--- src/rtl/led_hold_arbiter.sv ---
// Shares one long-press hold timer among N buttons; each completed hold toggles that button's LED once.
// Optional `LED_HOLD_CONFLICT_BLOCK_EN: two or more buttons pressed at once block or abort any grant.
module led_hold_arbiter #(
  parameter int unsigned N           = 2,
  parameter int unsigned CNT_W       = 26,
  parameter int unsigned HOLD_CYCLES = 33554432,
  parameter logic [N-1:0] LED_INIT   = '1,
  localparam int unsigned IW         = (N > 2) ? $clog2(N) : 1
) (
  input  logic          clk,
  input  logic          rst,
  input  logic [N-1:0]  btn,
  output logic [N-1:0]  led,
  output logic [N-1:0]  toggle_pulse,
  output logic          grant_vld,
  output logic [IW-1:0] grant_idx
);

  typedef enum logic {IDLE, HOLD} state_t;

  state_t         state, state_n;
  logic [N-1:0]   sync1, bs;
  logic [N-1:0]   lock, lock_n;
  logic [N-1:0]   led_n, pulse_n;
  logic [IW-1:0]  ptr, ptr_n;
  logic [IW-1:0]  g, g_n, g_inc;
  logic [CNT_W-1:0] cnt, cnt_n;
  logic           pick_vld;
  logic [IW-1:0]  pick, cand;
  logic           conflict;
  logic           grant_vld_n;
  logic [IW-1:0]  grant_idx_n;

  // Exclusive-press detection
  always_comb begin
`ifdef LED_HOLD_CONFLICT_BLOCK_EN
    conflict = ($countones(bs) > 1);
`else
    conflict = 1'b0;
`endif
  end

  // Round-robin search for the first eligible channel starting at ptr
  always_comb begin
    pick_vld = 1'b0;
    pick     = '0;
    cand     = '0;
    for (int unsigned k = 0; k < N; k++) begin
      cand = IW'((32'(ptr) + k) % N);
      if (!pick_vld && bs[cand] && !lock[cand]) begin
        pick_vld = 1'b1;
        pick     = cand;
      end
    end
  end

  assign g_inc = (g == IW'(N - 1)) ? '0 : g + IW'(1);

  // Next-state and datapath
  always_comb begin
    state_n = state;
    g_n     = g;
    cnt_n   = cnt;
    ptr_n   = ptr;
    led_n   = led;
    pulse_n = '0;
    lock_n  = lock & bs;
    case (state)
      IDLE: begin
        if (pick_vld && !conflict) begin
          state_n = HOLD;
          g_n     = pick;
          cnt_n   = '0;
        end
      end
      HOLD: begin
        if (!bs[g] || conflict) begin
          state_n = IDLE;
          cnt_n   = '0;
          ptr_n   = g_inc;
        end else if (cnt == CNT_W'(HOLD_CYCLES - 1)) begin
          led_n[g]   = ~led[g];
          pulse_n[g] = 1'b1;
          lock_n[g]  = 1'b1;
          state_n    = IDLE;
          cnt_n      = '0;
          ptr_n      = g_inc;
        end else begin
          cnt_n = cnt + CNT_W'(1);
        end
      end
      default: state_n = IDLE;
    endcase
    grant_vld_n = (state_n == HOLD);
    grant_idx_n = (state_n == HOLD) ? g_n : '0;
  end

  always_ff @(posedge clk) begin
    if (rst) begin
      state        <= IDLE;
      sync1        <= '0;
      bs           <= '0;
      lock         <= '0;
      ptr          <= '0;
      g            <= '0;
      cnt          <= '0;
      led          <= LED_INIT;
      toggle_pulse <= '0;
      grant_vld    <= 1'b0;
      grant_idx    <= '0;
    end else begin
      state        <= state_n;
      sync1        <= btn;
      bs           <= sync1;
      lock         <= lock_n;
      ptr          <= ptr_n;
      g            <= g_n;
      cnt          <= cnt_n;
      led          <= led_n;
      toggle_pulse <= pulse_n;
      grant_vld    <= grant_vld_n;
      grant_idx    <= grant_idx_n;
    end
  end

endmodule

--- config.mk ---
export PLATFORM = sky130hd
export DESIGN_NAME = led_hold_arbiter
export DESIGN_NICKNAME = d
export VERILOG_FILES = /design/src/rtl/led_hold_arbiter.sv
export SDC_FILE = /design/constraint.sdc
export NUM_CORES = 1
export LEC_CHECK = 0
export CAP_MARGIN = 15
export CELL_PAD_IN_SITES_DETAIL_PLACEMENT = 1
export CELL_PAD_IN_SITES_GLOBAL_PLACEMENT = 1
export CORE_AREA = 2 2 68 70
export CTS_CLUSTER_DIAMETER = 80
export DETAILED_ROUTE_END_ITERATION = 10
export DIE_AREA = 0 0 70 72
export GPL_ROUTABILITY_DRIVEN = 1
export GPL_TIMING_DRIVEN = 0
export HOLD_SLACK_MARGIN = 0.12
export PLACE_DENSITY_LB_ADDON = 0.1
export SYNTH_ARGS = -nofsm -noshare
export SYNTH_HDL_FRONTEND = slang
export SYNTH_SLANG_ARGS = --single-unit
--- constraint.sdc ---
create_clock -name clk -period 3.3 [get_ports clk]
set_clock_uncertainty 0.05 [all_clocks]
set_input_delay 0.825 -clock clk [delete_from_list [all_inputs] [get_ports clk]]
set_output_delay 0.825 -clock clk [all_outputs]
set_load 0.03 [all_outputs]
# Word-level counts from Yosys, hierarchy flattened
# Index checks and enable logic that the tools add are counted.
dict set report word_totals {
  inputBits 4
  regBits 40
  elab_cells 73
}
dict set report classes {
  n_reduce_logical 11
  n_bitwise 7
  muxes 35
  magnitude_cmp 4
  n_addsub 3
  n_eq_ne 3
}
# operator count
set op_table {}
lappend op_table {{26-bit 2-to-1 mux} 3}
lappend op_table {{26-bit one-hot mux with 2 select lines} 1}
lappend op_table {{26-bit by 1-bit adder with 26-bit output (second input constant)} 1}
lappend op_table {{26-bit by 25-bit equality test with 1-bit output (second input constant)} 1}
lappend op_table {{1-bit 2-to-1 mux} 25}
lappend op_table {{1-bit by 2-bit less-than comparator with 1-bit output (second input constant)} 3}
lappend op_table {{2-bit 2-to-1 mux} 3}
lappend op_table {{1-bit NOT} 5}
lappend op_table {{1-bit logical AND} 4}
lappend op_table {{4-bit OR reduction} 1}
lappend op_table {{1-bit zero test} 3}
lappend op_table {{3-bit AND reduction} 1}
lappend op_table {{1-bit adder (second input constant)} 2}
lappend op_table {{2-bit bitwise AND} 1}
lappend op_table {{2-bit bitwise mux} 1}
lappend op_table {{2-bit by 1-bit inequality test with 1-bit output (second input constant)} 1}
lappend op_table {{2-bit inequality test (second input constant)} 1}
lappend op_table {{2-bit bitwise OR} 1}
lappend op_table {{1-bit one-hot mux with 2 select lines} 1}
lappend op_table {{2-bit AND reduction} 1}
lappend op_table {{2-bit OR reduction} 1}
lappend op_table {{1-bit demux with 1-bit select} 1}
lappend op_table {{1-bit >= comparator (second input constant)} 1}

# Depth between registers and ports, before layout
dict set report logic_depth {
  word_depth 13
  depth_mapped 7
  mapped_depth_nobuf 6
}

# Worst setup path after synthesis
# Ideal clock, no wire load.
dict set report synth_path {
  path_type {input port to flip-flop}
  startpoint {in rst}
  endpoint {reg cnt[21]}
  arrival_time_ps 1940
  path_slack_ps 1188
  required_ps 3128
  path_buffers 2
  path_stages 7
  setup_time_ps 122
  path_cell_list {clkbuf_1 -> inv_1 -> nand3_2 -> a21oi_2 -> buf_2 -> o211a_1 -> a221o_1}
}
# element line
set synth_rtl {}
lappend synth_rtl {{from (decl)} 11} ;# input logic rst,
lappend synth_rtl {{to (signal assigned)} 118} ;# cnt <= cnt_n;
lappend synth_rtl {{to (decl)} 27} ;# logic [CNT_W-1:0] cnt, cnt_n;

# Final worst setup path
dict set report layout_path {
  startpoint {reg cnt[0]}
  endpoint {reg led[0]}
}
dict set report layout_between {
  elab_chain_len 2
}
# element line
set layout_rtl {}
lappend layout_rtl {{26-bit by 25-bit equality test with 1-bit output} 81} ;# end else if (cnt == CNT_W'(HOLD_CYCLES - 1)) begin
lappend layout_rtl {{3-bit AND reduction (no line)} -}
lappend layout_rtl {{to (signal assigned)} 119} ;# led <= led_n;
lappend layout_rtl {{to (decl)} 13} ;# output logic [N-1:0] led,
# Every way passes these cells.
# A chain may end at the register's enable or synchronous reset.

==> run summary <==
CTS buffer count: 5
Number of global-route vias before repair: 1757
Initial antenna violation count: 0
HP Class: register to register
Worst skew pair latency: 0.29 ns
Grt met2 use: 35.8%
RSZ-0062 raised after global routing: no
Dpl cell area: 0.00209 sq mm
Pre-CTS setup slack: 0.651 ns
Gp weighted congestion: 0.749
Global-route wire length before repair: 8460 um
TritonCTS Sinks: 40
Total of max-cap violations: 0
DP HPWL: 3500 um
Max Fclk: 428 MHz
Synth top area cells: dfxtp_1, nand2_1, a21oi_1
Final Max Slew Viols: 0
Port bufs: 8
DR vias: 1771
Number of H-tree levels: 2
CTS Buffer Depth: 2
Most common cell in the synthesized netlist: dfxtp_1
Die Y: 72 um
Die width: 70 um
FFs w/ async S/R, synth: 0%
Num rows: 24
Mapped Nets: 226
Die area: 0.00504 sq mm
Reg clk slew, reported paths: 0.08 ns
CP Max Fanout: 10
Crit end category: register
Filler cell count: 510
Mapped cell area: 0.00194 sq mm
Top FF cell, synth: dfxtp_1
Synthesized instance count: 221
Vias/cell: 6.13
Worst Slack Setup Final: 0.962 ns
Post-layout min period: 2.34 ns
WL per Instance: 17.2 um
Largest net degree at the start of global routing: 13
Lkg Pwr: 0.749 nW
Synth-to-layout area growth: 12.2%
# hold bufs at CTS: 0
Syn. warnings: 0
DR pass1 iterations: 4
PD cells: 405 mW/mm^2
Startpoint type of the worst setup path: register
Global route hottest layer: met2
Setup violators final: 0
WL final: 4960 um
Total grt overflow: 0
Ports: 10
Synth cell count leaders: dfxtp_1, nand2_1, a21oi_1
Peak VDD IR: 0.265 mV
Starting Density: 45.6%
Final cycle utilization of the critical path: 70.9%
Final Instance Area: 0.00218 sq mm
Cell taking the most area after synthesis: dfxtp_1
Setup bufs post-CTS: 0
Final Hold Viols: 0
Worst path arrival time: 2.53 ns
Fin Setup TNS: 0 ns
Drt initial violations: 79
Clock root cell: clkbuf_8
Worst relative slew slack: 49.0%
Antenna diodes: 0
Routing usage on met3: 4.31%
Required time worst endpoint: 3.49 ns
Worst-Margin Slew: 0.758 ns
Share of cells above drive strength 1: 11.8%
CTS tree: yes
Global routing met1 resource utilization: 26.9%
Sequential fraction of the synthesis area: 41.2%
Unique masters post-synth: 53
Final Net Count: 241
Number of remaining DRC errors: 0
Synth Register Bits: 40
Worst setup path class: register to register
Syn avg cell area: 8.79 sq um
Synth top area share: 41.2%
Gr usage total: 20.9%
Number of flops mapped to enable cells by yosys: 0
DRT antenna net count: 0
Post_cts resized: 0
Core box area: 0.00426 sq mm
Status: complete, no violations
-- routing by layer --
metal  up-vias  wire length (um)
li1        850                 -
met1       890              2380
met2        23              2390
met3         8               124
met4         0                67
met5         -                 0
-- registers in the layout (all words and copies together) (netlist names) --
| register | flops |
|---|---|
| cnt | 26 |
| g | 1 |
| ptr | 1 |
| state | 1 |
| bs | 2 |
| toggle_pulse | 2 |
| sync1 | 2 |
| lock | 2 |
| led | 2 |
| grant_idx | 1 |
-- cells by family (layout without fill, tap and decap cells) --
group           count (synthesis)  after routing  synth area share, %
flops                          40             40                 41.2
buf+inv                        17             33                 4.12
simple gates                   97             97                 30.7
compound gates                 56             56                 18.4
mux                             6              6                 3.16
xor+xnor                        4              4                 1.80
fa+ha+maj                       1              1                0.644
-- metrics by stage --
step | cells | util [%] | hold WS, ns | power [mW]
after floorplan | 221 | - | 0.364 | 0.538
after global placement | 281 | 49.0 | 0.367 | 0.553
after detailed placement | 281 | 49.0 | 0.391 | 0.556
after CTS | 289 | 51.1 | 0.408 | 0.890
after global routing | 289 | 51.1 | 0.417 | 0.914
final | 289 | 51.1 | 0.403 | 0.884
-- power by group --
group	switching [mW]	internal, mW	total (mW)
clock	0.172	0.167	0.338
sequential	0.00323	0.488	0.491
combinational	0.0360	0.0185	0.0545
total	0.211	0.673	0.884
-- placed cells by master, fill, tap and decap left out, drive strengths merged, types with 8 or more instances in the layout --
master	netlist	routed
o21ai	11	11
a21oi	18	18
clkbuf	5	11
nand2	24	24
nand3	15	15
dfxtp	40	40
a31oi	10	10
clkdlybuf4s50	0	8
nand4	10	10
-- worst paths after layout --
path / to / start / slack, ns / cells past startpoint
worst max register to register: led[0]$_SDFFE_PP1P_ / cnt[0]$_SDFFE_PP0P_ / 0.96 / 7
worst max-delay path: led[0]$_SDFFE_PP1P_ / cnt[0]$_SDFFE_PP0P_ / 0.96 / 7
worst min register to register: bs[0]$_SDFF_PP0_ / sync1[0]$_SDFF_PP0_ / 0.40 / 1
worst min-delay path: bs[0]$_SDFF_PP0_ / sync1[0]$_SDFF_PP0_ / 0.40 / 1
-- area by class of cell --
class                           instances  area (sq um)  area share (%)
Inverter                                5          18.8           0.861
Multi-Input combinational cell        164          1060            48.7
Tap cell                               52          65.1            2.98
Clock buffer                            6          82.6            3.79
Clock inverter                          2          10.0           0.459
Buffer                                 12          61.3            2.81
Timing Repair Buffer                    8          80.1            3.67
Sequential cell                        40           801            36.7
-- critical path, cell delays in order (launching register included) --
cell and delay (ns):
dfxtp_1 0.47, ha_1 0.29, nand4_2 0.21, nor4_4 0.40, buf_6 0.20, nand4_4 0.13, or4_1 0.44, nand3_1 0.10
No activity file was read; power rests on OpenSTA's default activity.
